[config.mk]
export PLATFORM = sky130hd
export DESIGN_NAME = memory_bist_m
export DESIGN_NICKNAME = d
export VERILOG_FILES = /design/src/rtl/memory_bist_m.sv
export SDC_FILE = /design/constraint.sdc
export NUM_CORES = 1
export LEC_CHECK = 0
export ABC_AREA = 0
export BUFFER_PORTS_ARGS = -buffer_cell sky130_fd_sc_hd__buf_4
export CAP_MARGIN = 10
export CORE_MARGIN = 1
export CORE_UTILIZATION = 56
export CTS_CLUSTER_SIZE = 20
export DETAILED_ROUTE_END_ITERATION = 16
export PLACE_DENSITY = 0.8
export SLEW_MARGIN = 20
export SYNTH_ARGS = -nofsm -noshare
export SYNTH_HDL_FRONTEND = slang
export SYNTH_SLANG_ARGS = --single-unit
[constraint.sdc]
create_clock -name clk -period 2.6 [get_ports clk]
set_clock_uncertainty 0.1 [all_clocks]
set_input_delay 0.52 -clock clk [delete_from_list [all_inputs] [get_ports clk]]
set_output_delay 0.52 -clock clk [all_outputs]
set_load 0.05 [all_outputs]
[src/rtl/memory_bist_m.sv]
// March-style BIST initiator for a single-port synchronous memory: write true,
// read/check, write complement, read/check, then report pass/fail summary.
module memory_bist_m #(
    parameter int unsigned DWIDTH = 8,
    parameter int unsigned AWIDTH = 5
) (
    input  logic              clk,
    input  logic              rst_n,
    input  logic              start,
    input  logic [DWIDTH-1:0] pattern,
    output logic [AWIDTH-1:0] addr,
    output logic [DWIDTH-1:0] data_in,
    input  logic [DWIDTH-1:0] data_out,
    output logic              write,
    output logic              read,
    output logic              busy,
    output logic              done,
    output logic              pass,
    output logic [AWIDTH+1:0] fail_count,
    output logic [AWIDTH-1:0] first_fail_addr
);

    localparam int unsigned FW = AWIDTH + 2;

    localparam logic [2:0] IDLE  = 3'd0;
    localparam logic [2:0] WR0   = 3'd1;
    localparam logic [2:0] RD0   = 3'd2;
    localparam logic [2:0] WR1   = 3'd3;
    localparam logic [2:0] RD1   = 3'd4;
    localparam logic [2:0] DRAIN = 3'd5;
    localparam logic [2:0] DONE  = 3'd6;

    logic [2:0]        state, state_n;
    logic [AWIDTH-1:0] addr_n, chk_addr, chk_addr_n, first_fail_addr_n;
    logic [DWIDTH-1:0] data_in_n, pat_q, pat_n, exp_q, exp_n;
    logic              write_n, read_n, busy_n, done_n, pass_n, chk_v, chk_v_n;
    logic [FW-1:0]     fail_count_n;
    logic              last;

    // Phase-0 expected word: seed XOR address, resized to the data width.
    function automatic logic [DWIDTH-1:0] e0(input logic [DWIDTH-1:0] p,
                                             input logic [AWIDTH-1:0] a);
        return p ^ DWIDTH'(a);
    endfunction

    assign last = &addr;

    // Next state and next values of every registered output.
    always_comb begin
        state_n           = state;
        addr_n            = '0;
        data_in_n         = '0;
        write_n           = 1'b0;
        read_n            = 1'b0;
        busy_n            = 1'b0;
        done_n            = done;
        pass_n            = pass;
        pat_n             = pat_q;
        fail_count_n      = fail_count;
        first_fail_addr_n = first_fail_addr;
        chk_v_n           = read;
        exp_n             = exp_q;
        chk_addr_n        = chk_addr;

        // Compare stage runs regardless of the march phase.
        if (chk_v && (data_out != exp_q)) begin
            fail_count_n = fail_count + FW'(1);
            if (fail_count == '0) first_fail_addr_n = chk_addr;
        end
        if (read) begin
            exp_n      = (state == RD1) ? ~e0(pat_q, addr) : e0(pat_q, addr);
            chk_addr_n = addr;
        end

        case (state)
            IDLE, DONE: begin
                if (start) begin
                    state_n           = WR0;
                    write_n           = 1'b1;
                    busy_n            = 1'b1;
                    pat_n             = pattern;
                    data_in_n         = pattern;
                    fail_count_n      = '0;
                    first_fail_addr_n = '0;
                    done_n            = 1'b0;
                    pass_n            = 1'b0;
                end
            end
            WR0: begin
                busy_n = 1'b1;
                if (last) begin
                    state_n = RD0;
                    read_n  = 1'b1;
                end else begin
                    write_n   = 1'b1;
                    addr_n    = addr + AWIDTH'(1);
                    data_in_n = e0(pat_q, addr + AWIDTH'(1));
                end
            end
            RD0: begin
                busy_n = 1'b1;
                if (last) begin
                    state_n   = WR1;
                    write_n   = 1'b1;
                    data_in_n = ~pat_q;
                end else begin
                    read_n = 1'b1;
                    addr_n = addr + AWIDTH'(1);
                end
            end
            WR1: begin
                busy_n = 1'b1;
                if (last) begin
                    state_n = RD1;
                    read_n  = 1'b1;
                end else begin
                    write_n   = 1'b1;
                    addr_n    = addr + AWIDTH'(1);
                    data_in_n = ~e0(pat_q, addr + AWIDTH'(1));
                end
            end
            RD1: begin
                busy_n = 1'b1;
                if (last) begin
                    state_n = DRAIN;
                end else begin
                    read_n = 1'b1;
                    addr_n = addr + AWIDTH'(1);
                end
            end
            DRAIN: begin
                state_n = DONE;
                done_n  = 1'b1;
                pass_n  = (fail_count_n == '0);
            end
            default: state_n = IDLE;
        endcase
    end

    always_ff @(posedge clk or negedge rst_n) begin
        if (!rst_n) begin
            state           <= IDLE;
            addr            <= '0;
            data_in         <= '0;
            write           <= 1'b0;
            read            <= 1'b0;
            busy            <= 1'b0;
            done            <= 1'b0;
            pass            <= 1'b0;
            pat_q           <= '0;
            fail_count      <= '0;
            first_fail_addr <= '0;
            chk_v           <= 1'b0;
            exp_q           <= '0;
            chk_addr        <= '0;
        end else begin
            state           <= state_n;
            addr            <= addr_n;
            data_in         <= data_in_n;
            write           <= write_n;
            read            <= read_n;
            busy            <= busy_n;
            done            <= done_n;
            pass            <= pass_n;
            pat_q           <= pat_n;
            fail_count      <= fail_count_n;
            first_fail_addr <= first_fail_addr_n;
            chk_v           <= chk_v_n;
            exp_q           <= exp_n;
            chk_addr        <= chk_addr_n;
        end
    end

endmodule

==> results.sh, run 1 <==
export IMPL_final_setup_viol_count=0
export IMPL_areaGrowthSynthToFinish_pct=17.9
export IMPL_slew_headroom_pct=51.7
export IMPL_ys_ff_latch=55
export IMPL_syn_nets=315
export IMPL_maxCapViolCount=0
export IMPL_top_usage_layer="met2"
export IMPL_first_global_vias=2014
export IMPL_post_cts_resized=0
export IMPL_outcome="finished clean"
export IMPL_routed_via_density=5.39
export IMPL_core_area_um2=5110
export IMPL_crit_slowest_cell="dfrtp_1"
export IMPL_final_hold_violation_count=0
export IMPL_cts_sinks=55
export IMPL_numPortBuffers=48
export IMPL_intPower_mw=2.31
export IMPL_start_util_pct=58.1
export IMPL_tritoncts="done"
export IMPL_place_ws_ps=240
export IMPL_die_w_um=74.8
export IMPL_dr_pass1_iters=4
export IMPL_tightest_slew_ps=720
export IMPL_cp_num_buf_inv=0
export IMPL_hpwl_mm=4.36
export IMPL_synthCells=290
export IMPL_post_cts_buffers=0
export IMPL_combPwrFrac_pct=50.9
export IMPL_crit_type="reg -> reg"
export IMPL_min_period_ps=2360
export IMPL_rsz0062_at_grt="false"
export IMPL_setup_ws_ps=237
export IMPL_setup_tns_ps=0
export IMPL_final_nets=360
export IMPL_drive_above_1_share_pct=24.4
export IMPL_synth_simple_area_share_pct=17.4
export IMPL_min_period_over_period_pct=90.9
export IMPL_p_per_area_nw_per_um2=1180
export IMPL_drtAntennaViolNets=0
export IMPL_slew_viol_final=0
export IMPL_route_vias_total=2189
export IMPL_numCtsBuffers=5
export IMPL_ys_flop_type="dfrtp_1"
export IMPL_vdd_drop_max_v=0.000779
export IMPL_antenna_diode_count=0
export IMPL_start_kind="register"
export IMPL_clock_tree_root_cell="clkbuf_8"
export IMPL_synthDistinctLibCells=50
export IMPL_clkPwrFrac_pct=14.5
export IMPL_p_leak_nw=1.65
export IMPL_use_met1_pct=32.5
export IMPL_ys_seq_area_share_pct=46.4
export IMPL_grt_use_met3_pct=4.42
export IMPL_worstPathArrival_ps=2500
export IMPL_grt_pass1_wl_mm=9.59
export IMPL_drt_wirelength_per_cell_um=14.7
export IMPL_max_stage_delay_ps=450
export IMPL_max_freq_mhz=423
export IMPL_holdBufCountCts=0
export IMPL_crit_family="simple AND/OR/NAND/NOR gates"
export IMPL_sequentialPowerShare_pct=34.6
export IMPL_avgSynthCellArea_um2=10.2
export IMPL_routabilityCongestion=0.877
export IMPL_cts_max_path_buffers=2
export IMPL_synth_async_reset_ratio_pct=100
export IMPL_stdcell_count=406
export IMPL_ios=49
export IMPL_placedCellCount=398
export IMPL_use_met2_pct=35.8
export IMPL_synth_compound_area_share_pct=11.2
export IMPL_p_switching_mw=1.81
export IMPL_dr_first_iter_drc_count=114
export IMPL_hp_class="in -> async"
export IMPL_core_rowCount=26
export IMPL_ys_warn_count=0
export IMPL_syn_area_um2=2970
export IMPL_clk_latency_ps=310
export IMPL_synth_adder_area_share_pct=2.53
export IMPL_required_ps=2730
export IMPL_clkTransAtPathRegs_ps=100
export IMPL_grt_max_degree=56
export IMPL_grt_overflow=0
export IMPL_fillers=394
export IMPL_totalWireLength_mm=5.98
export IMPL_crit_fanout=11
export IMPL_cpMostUsedCell="ha_1"
export IMPL_die_area_um2=5590
export IMPL_synthXorXnorAreaFrac_pct=12.4
export IMPL_grtUsageTotal_pct=22.9
export IMPL_synthMuxAreaShare_pct=6.50
export IMPL_synth_edf_count=0
export IMPL_drc_errors=0
export IMPL_antenna_found_initial=0
export IMPL_cts_htree_levels=2
export IMPL_path_cells="ha_1 -> and3_1 -> ha_1 -> nor2b_1 -> nor3b_2 -> a21oi_1 -> or2_0 -> a31oi_1"
export IMPL_p_sw_share_pct=44.0
export IMPL_die_h_um=74.8
export IMPL_cp_end_kind="register"
export IMPL_synth_top_family_by_area="simple AND/OR/NAND/NOR gates"
[cell type report]
type	count	area [um2]	area share [%]
Clock inverter	2	38.8	1.11
Clock buffer	6	82.6	2.36
Timing Repair Buffer	53	398	11.4
Sequential cell	55	1380	39.3
Inverter	8	30.0	0.858
Multi-Input combinational cell	212	1490	42.5
Tap cell	70	87.6	2.50
[synthesized netlist by cell type, types with 7 or more instances]
cell	number	area, um2
o21ai_0	7	35.0
xor2_1	16	140
mux2_2	10	113
xnor2_1	26	228
a21oi_1	10	50.1
nand2_1	34	128
dfrtp_1	55	1380
nor2_1	33	124
mux2i_1	8	80.1
inv_1	8	30.0
[placed cells by master, fill, tap and decap left out, types with 2 or more instances in the layout]
cell type,instances
dfrtp_1,55
buf_4,53
nand2_1,34
nor2_1,33
xnor2_1,26
xor2_1,16
a21oi_1,10
mux2_2,10
inv_1,8
mux2i_1,8
o21ai_0,7
ha_1,6
clkbuf_8,6
nand2b_1,5
a31oi_1,5
nor3_1,4
nand3_1,3
o2111ai_1,3
o31ai_1,3
nor2b_1,2
a222oi_1,2
or2_0,2
a2bb2oi_1,2
o211ai_1,2
and2_1,2
o22ai_1,2
nor4_1,2
a221o_1,2
[per-stage QoR]
step	utilization (%)	power (mW)	hold WS (ps)	instance area [um2]
final	68.5	4.12	148	3500
after global routing	68.5	4.39	186	3500
after CTS	68.5	4.14	171	3500
after detailed placement	66.1	3.53	395	3380
after global placement	66.1	3.49	393	3380
after floorplan	-	2.98	124	2970
[cell families (layout without fill, tap and decap cells)]
kind of cell	Yosys count	in the layout
AOI/OAI and AO/OA	45	45
xor gates and xnor gates	42	42
adders and majority gates	6	6
buffers and inverters	23	69
DFF	55	55
muxes	18	18
and+or+nand+nor	101	101
[registers in the layout, indices dropped and copies added (netlist names), 3 cells and up]
signal	count
pat_q	8
chk_addr	5
fail_count	7
addr	5
exp_q	8
data_in	8
first_fail_addr	5
state	3
[final timing paths]
| check | from | to | slack (ps) | cells after the start |
|---|---|---|---|---|
| worst max-delay path | addr[0] | data_in[7] | 240 | 8 |
| worst min-delay path | rst_n | done | 150 | 1 |
| worst max register to register | addr[0] | data_in[7] | 240 | 8 |
| worst min register to register | chk_addr[4] | chk_addr[4] | 420 | 1 |
| max in group asynchronous | rst_n | exp_q[4] | 1800 | 1 |
| min in group clk | pattern[6] | pat_q[6] | 320 | 3 |
[worst register-to-register path, delay by kind of cell, from the launching register on]
family | cells | cell delay, ps
adder cells (fa/ha/maj) | 2 | 650
AND/OR/NAND/NOR | 4 | 810
flip-flops | 1 | 450
AO/OA/AOI/OAI | 2 | 280
[power groups by stage]
| stage | registers [mW] | clock network (mW) | logic, mW |
|---|---|---|---|
| 2_1_floorplan | 1.80 | 0 | 1.18 |
| 3_3_place_gp | 1.43 | 0 | 2.06 |
| 3_5_place_dp | 1.44 | 0 | 2.09 |
| 4_1_cts | 1.43 | 0.609 | 2.11 |
| 5_1_grt | 1.47 | 0.644 | 2.28 |
| 6_report | 1.43 | 0.597 | 2.10 |
[routing by layer]
layer,wire [um],up-vias
met5,0,-
met4,54,0
met3,246,6
met2,2920,67
met1,2760,1038
li1,-,1078
(Power assumes the default switching activity.)
==> run 2: changes to the inputs <==
Settings changed: BUFFER_PORTS_ARGS -buffer_cell sky130_fd_sc_hd__buf_4 to -buffer_cell sky130_fd_sc_hd__buf_2.
==> run 2 against run 1 <==
  * Setup slack better by 38 ps
  * Global-route usage increased by 0.33 points
  * Non-clock buffer count up 1
  * Largest cell class unchanged
  * Largest power group unchanged
==> results.sh, run 2 (synthesized netlist as in run 1, its figures left out) <==
export IMPL_setup_tns_ps=0
export IMPL_tightest_slew_ps=766
export IMPL_cts_max_path_buffers=2
export IMPL_numPortBuffers=48
export IMPL_fillers=409
export IMPL_post_cts_resized=0
export IMPL_vdd_drop_max_v=0.000768
export IMPL_cts_sinks=55
export IMPL_place_area_um2=3280
export IMPL_slew_viol_final=0
export IMPL_p_leak_nw=1.61
export IMPL_max_stage_delay_ps=450
export IMPL_die_h_um=74.8
export IMPL_routed_via_density=5.45
export IMPL_hpwl_mm=4.34
export IMPL_final_setup_viol_count=0
export IMPL_numCtsBuffers=5
export IMPL_clkTransAtPathRegs_ps=100
export IMPL_clk_latency_ps=300
export IMPL_mostFrequentLayoutCells="dfrtp_1 (55), buf_2 (48), nand2_1 (34)"
export IMPL_min_period_over_period_pct=89.4
export IMPL_path_cells="ha_1 -> and3_1 -> ha_2 -> nor2b_1 -> nor3b_2 -> a21oi_1 -> or2_0 -> a31oi_1"
export IMPL_crit_slowest_cell="dfrtp_1"
export IMPL_cp_num_buf_inv=0
export IMPL_drtAntennaViolNets=0
export IMPL_p_per_area_nw_per_um2=1170
export IMPL_final_nets=361
export IMPL_drive_above_1_share_pct=24.6
export IMPL_sequentialPowerShare_pct=36.0
export IMPL_first_global_vias=1963
export IMPL_top_regs="data_in: 8 flops, exp_q: 8 flops, pat_q: 8 flops"
export IMPL_tritoncts="done"
export IMPL_hp_class="in -> async"
export IMPL_grtUsageTotal_pct=23.3
export IMPL_routabilityCongestion=0.856
export IMPL_r2r_start="addr[0]"
export IMPL_worstPathArrival_ps=2460
export IMPL_combPwrFrac_pct=52.2
export IMPL_drt_wirelength_per_cell_um=14.7
export IMPL_max_freq_mhz=430
export IMPL_power_mw=3.92
export IMPL_drc_errors=0
export IMPL_outcome="finished clean"
export IMPL_antenna_found_initial=0
export IMPL_clock_tree_root_cell="clkbuf_8"
export IMPL_dr_first_iter_drc_count=155
export IMPL_cp_startpoint="addr[0]"
export IMPL_holdBufCountCts=0
export IMPL_post_cts_buffers=0
export IMPL_p_switching_mw=1.83
export IMPL_crit_fanout=11
export IMPL_start_util_pct=58.1
export IMPL_grt_overflow=0
export IMPL_clkPwrFrac_pct=11.8
export IMPL_crit_family="simple AND/OR/NAND/NOR gates"
export IMPL_intPower_mw=2.10
export IMPL_core_area_um2=5110
export IMPL_antenna_diode_count=0
export IMPL_die_w_um=74.8
export IMPL_route_vias_total=2217
export IMPL_rsz0062_at_grt="false"
export IMPL_slew_headroom_pct=48.5
export IMPL_areaGrowthSynthToFinish_pct=13.4
export IMPL_dr_pass1_iters=5
export IMPL_grt_pass1_wl_mm=9.67
export IMPL_start_kind="register"
export IMPL_grt_max_degree=56
export IMPL_min_period_ps=2320
export IMPL_cp_end_kind="register"
export IMPL_ios=49
export IMPL_die_area_um2=5590
export IMPL_totalWireLength_mm=6.00
export IMPL_cts_htree_levels=2
export IMPL_final_common_cell="dfrtp_1"
export IMPL_required_ps=2730
export IMPL_final_area_um2=3360
export IMPL_maxCapViolCount=0
export IMPL_crit_type="reg -> reg"
export IMPL_final_hold_violation_count=0
export IMPL_core_rowCount=26
export IMPL_p_sw_share_pct=46.5
run 2: through the flow:
stage	std cells	hold WS, ps	setup slack (ps)	util, %
after floorplan	290	124	120	-
after global placement	399	390	302	64.2
after detailed placement	399	397	210	64.2
after CTS	407	101	176	65.8
after global routing	407	114	22.1	65.9
final	407	84.1	275	65.9
run 2: worst paths after layout:
| kind | to | slack (ps) | cells past startpoint |
|---|---|---|---|
| max in group asynchronous | fail_count[5] | 2070 | 2 |
| min in group clk | pat_q[1] | 320 | 3 |
| hold reg to reg | chk_addr[4] | 420 | 1 |
| setup / recovery | data_in[7] | 280 | 8 |
| hold / removal | done | 80 | 2 |
| setup reg to reg | data_in[7] | 280 | 8 |
run 2: routing by layer:
metal / routed length (um) / track usage [%]
met5: 0 / 0
met4: 110 / 8.39
met3: 235 / 4.42
met2: 2900 / 35.3
met1: 2750 / 33.5
run 2: layout make-up:
cell class	instances	area [um2]	area share [%]
Tap cell	70	87.6	2.60
Clock buffer	6	72.6	2.16
Multi-Input combinational cell	212	1490	44.2
Clock inverter	2	12.5	0.372
Sequential cell	55	1380	40.9
Inverter	8	30.0	0.893
Timing Repair Buffer	54	298	8.85
run 2: power by group through the flow:
stage / Sequential, mW / Clock, mW / Combinational [mW]
6_report: 1.41 / 0.464 / 2.05
5_1_grt: 1.45 / 0.509 / 2.22
4_1_cts: 1.41 / 0.477 / 2.05
3_5_place_dp: 1.43 / 0 / 2.04
3_3_place_gp: 1.41 / 0 / 1.99
2_1_floorplan: 1.80 / 0 / 1.18
==> run 3: changes to the inputs <==
Settings changed: CORE_UTILIZATION 56 to 58, CTS_BUF_LIST from default to sky130_fd_sc_hd__clkbuf_8, MAX_ROUTING_LAYER from default to met4, PLACE_DENSITY 0.8 to 0.83.
==> run 3 against run 2 <==
  * Clock-buffer cell count fell by 1
  * Register-to-register slack worse by 80 ps
  * First-iteration DRC count is 3.9% higher
  * Cell count fell by 0.74%
  * Via count up 0.99%
  * Combinational power about the same
  * Global-route usage is 2.3 points higher
  * Largest power group unchanged
  * Final area increased by 0.19%
  * Non-clock buffer count is 1 higher
  * Maximum frequency decreased by 3.4%
  * Setup slack lost 83 ps
==> results.sh, run 3 (synthesized netlist as in run 1, its figures left out) <==
export IMPL_outcome="finished clean"
export IMPL_p_per_area_nw_per_um2=1190
export IMPL_drive_above_1_share_pct=24.3
export IMPL_totalWireLength_mm=6.19
export IMPL_grtUsageTotal_pct=25.6
export IMPL_mostFrequentLayoutCells="dfrtp_1 (55), buf_2 (48), nand2_1 (34)"
export IMPL_top_layer="met4"
export IMPL_numCtsBuffers=5
export IMPL_grt_overflow=0
export IMPL_slew_headroom_pct=49.7
export IMPL_required_ps=2750
export IMPL_first_global_vias=2063
export IMPL_clk_latency_ps=300
export IMPL_final_setup_viol_count=0
export IMPL_ios=49
export IMPL_min_period_over_period_pct=92.6
export IMPL_met2WireLength_mm=3.03
export IMPL_die_h_um=73.5
export IMPL_crit_type="reg -> reg"
export IMPL_grt_max_degree=22
export IMPL_grt_pass1_wl_mm=10.1
export IMPL_p_leak_nw=1.63
export IMPL_r2r_start="addr[0]"
export IMPL_worstPathArrival_ps=2550
export IMPL_drc_errors=0
export IMPL_areaGrowthSynthToFinish_pct=13.6
export IMPL_routabilityCongestion=0.918
export IMPL_setup_ws_ps=192
export IMPL_cts_max_path_buffers=2
export IMPL_slew_viol_final=0
export IMPL_crit_fanout=11
export IMPL_wl_met3_um=291
export IMPL_final_common_cell="dfrtp_1"
export IMPL_drtAntennaViolNets=0
export IMPL_cts_htree_levels=2
export IMPL_top_regs="data_in: 8 flops, exp_q: 8 flops, pat_q: 8 flops"
export IMPL_routed_via_density=5.54
export IMPL_setup_tns_ps=0
export IMPL_route_vias_total=2239
export IMPL_post_cts_buffers=0
export IMPL_hp_class="in -> async"
export IMPL_dr_pass1_iters=5
export IMPL_cp_end_kind="register"
export IMPL_final_nets=362
export IMPL_maxCapViolCount=0
export IMPL_seqCellArea_um2=1380
export IMPL_numPortBuffers=48
export IMPL_tightest_slew_ps=748
export IMPL_drt_wirelength_per_cell_um=15.3
export IMPL_dr_first_iter_drc_count=161
export IMPL_antenna_found_initial=0
export IMPL_die_area_um2=5400
export IMPL_core_rowCount=25
export IMPL_r2r_slack_ps=190
export IMPL_core_area_um2=4820
export IMPL_fillers=363
export IMPL_start_kind="register"
export IMPL_final_hold_violation_count=0
export IMPL_cp_startpoint="addr[0]"
export IMPL_holdBufCountCts=0
export IMPL_die_w_um=73.5
export IMPL_rsz0062_at_grt="false"
export IMPL_place_ws_ps=259
export IMPL_start_util_pct=61.6
export IMPL_tritoncts="done"
export IMPL_cts_sinks=55
export IMPL_m1WireLength_mm=2.77
export IMPL_clock_tree_root_cell="clkbuf_8"
export IMPL_clkTransAtPathRegs_ps=90
export IMPL_multi_input_area_um2=1490
export IMPL_max_freq_mhz=415
export IMPL_vdd_drop_max_v=0.000590
export IMPL_hpwl_mm=4.66
export IMPL_antenna_diode_count=0
export IMPL_post_cts_resized=0
export IMPL_min_period_ps=2410
## run 3: critical path, cell delays in order, from the launching register on
cell and delay (ps):
dfrtp_1 450, ha_1 260, and3_1 180, ha_1 400, o21bai_1 130, a221o_1 400
o31ai_1 240, a221o_1 180
## run 3: cell type report
| type | instances | share of cell area (%) |
|---|---|---|
| inverter | 8 | 0.891 |
| clock inverter | 2 | 1.00 |
| multi-input combinational | 212 | 44.1 |
| tap | 67 | 2.49 |
| clock buffer | 5 | 2.04 |
| sequential | 55 | 40.8 |
| timing repair buffer | 55 | 8.69 |
## run 3: path summary, 6_finish.rpt
kind / end / cells past startpoint
worst max-delay path: state[2] / 7
worst min-delay path: fail_count[1] / 1
worst max register to register: state[2] / 7
worst min register to register: chk_addr[4] / 1
max in group asynchronous: chk_v / 2
min in group clk: pat_q[2] / 3
## run 3: layer usage
layer	track usage (%)	up-vias
met4	7.48	0
met1	33.8	1082
met2	41.0	70
li1	-	1078
met5	-	-
met3	4.12	9
## run 3: where the power goes
| group | internal, mW | leakage, nW | total (mW) | switching, mW |
|---|---|---|---|---|
| clock network | 0.279 | 0.0554 | 0.540 | 0.261 |
| logic | 0.760 | 0.861 | 2.05 | 1.29 |
| registers | 1.15 | 0.714 | 1.42 | 0.272 |
| total | 2.19 | 1.63 | 4.01 | 1.82 |
## run 3: metrics by stage
step / instance area [um2] / instances / total power [mW] / utilization, % / hold WS (ps)
finish: 3370 / 404 / 4.01 / 70.0 / 53.6
global route: 3370 / 404 / 4.26 / 70.0 / 65.9
CTS: 3370 / 404 / 4.03 / 70.0 / 70.6
detailed placement: 3270 / 397 / 3.47 / 67.8 / 399
global placement: 3270 / 397 / 3.40 / 67.8 / 389
floorplan: 2970 / 290 / 2.98 / - / 124
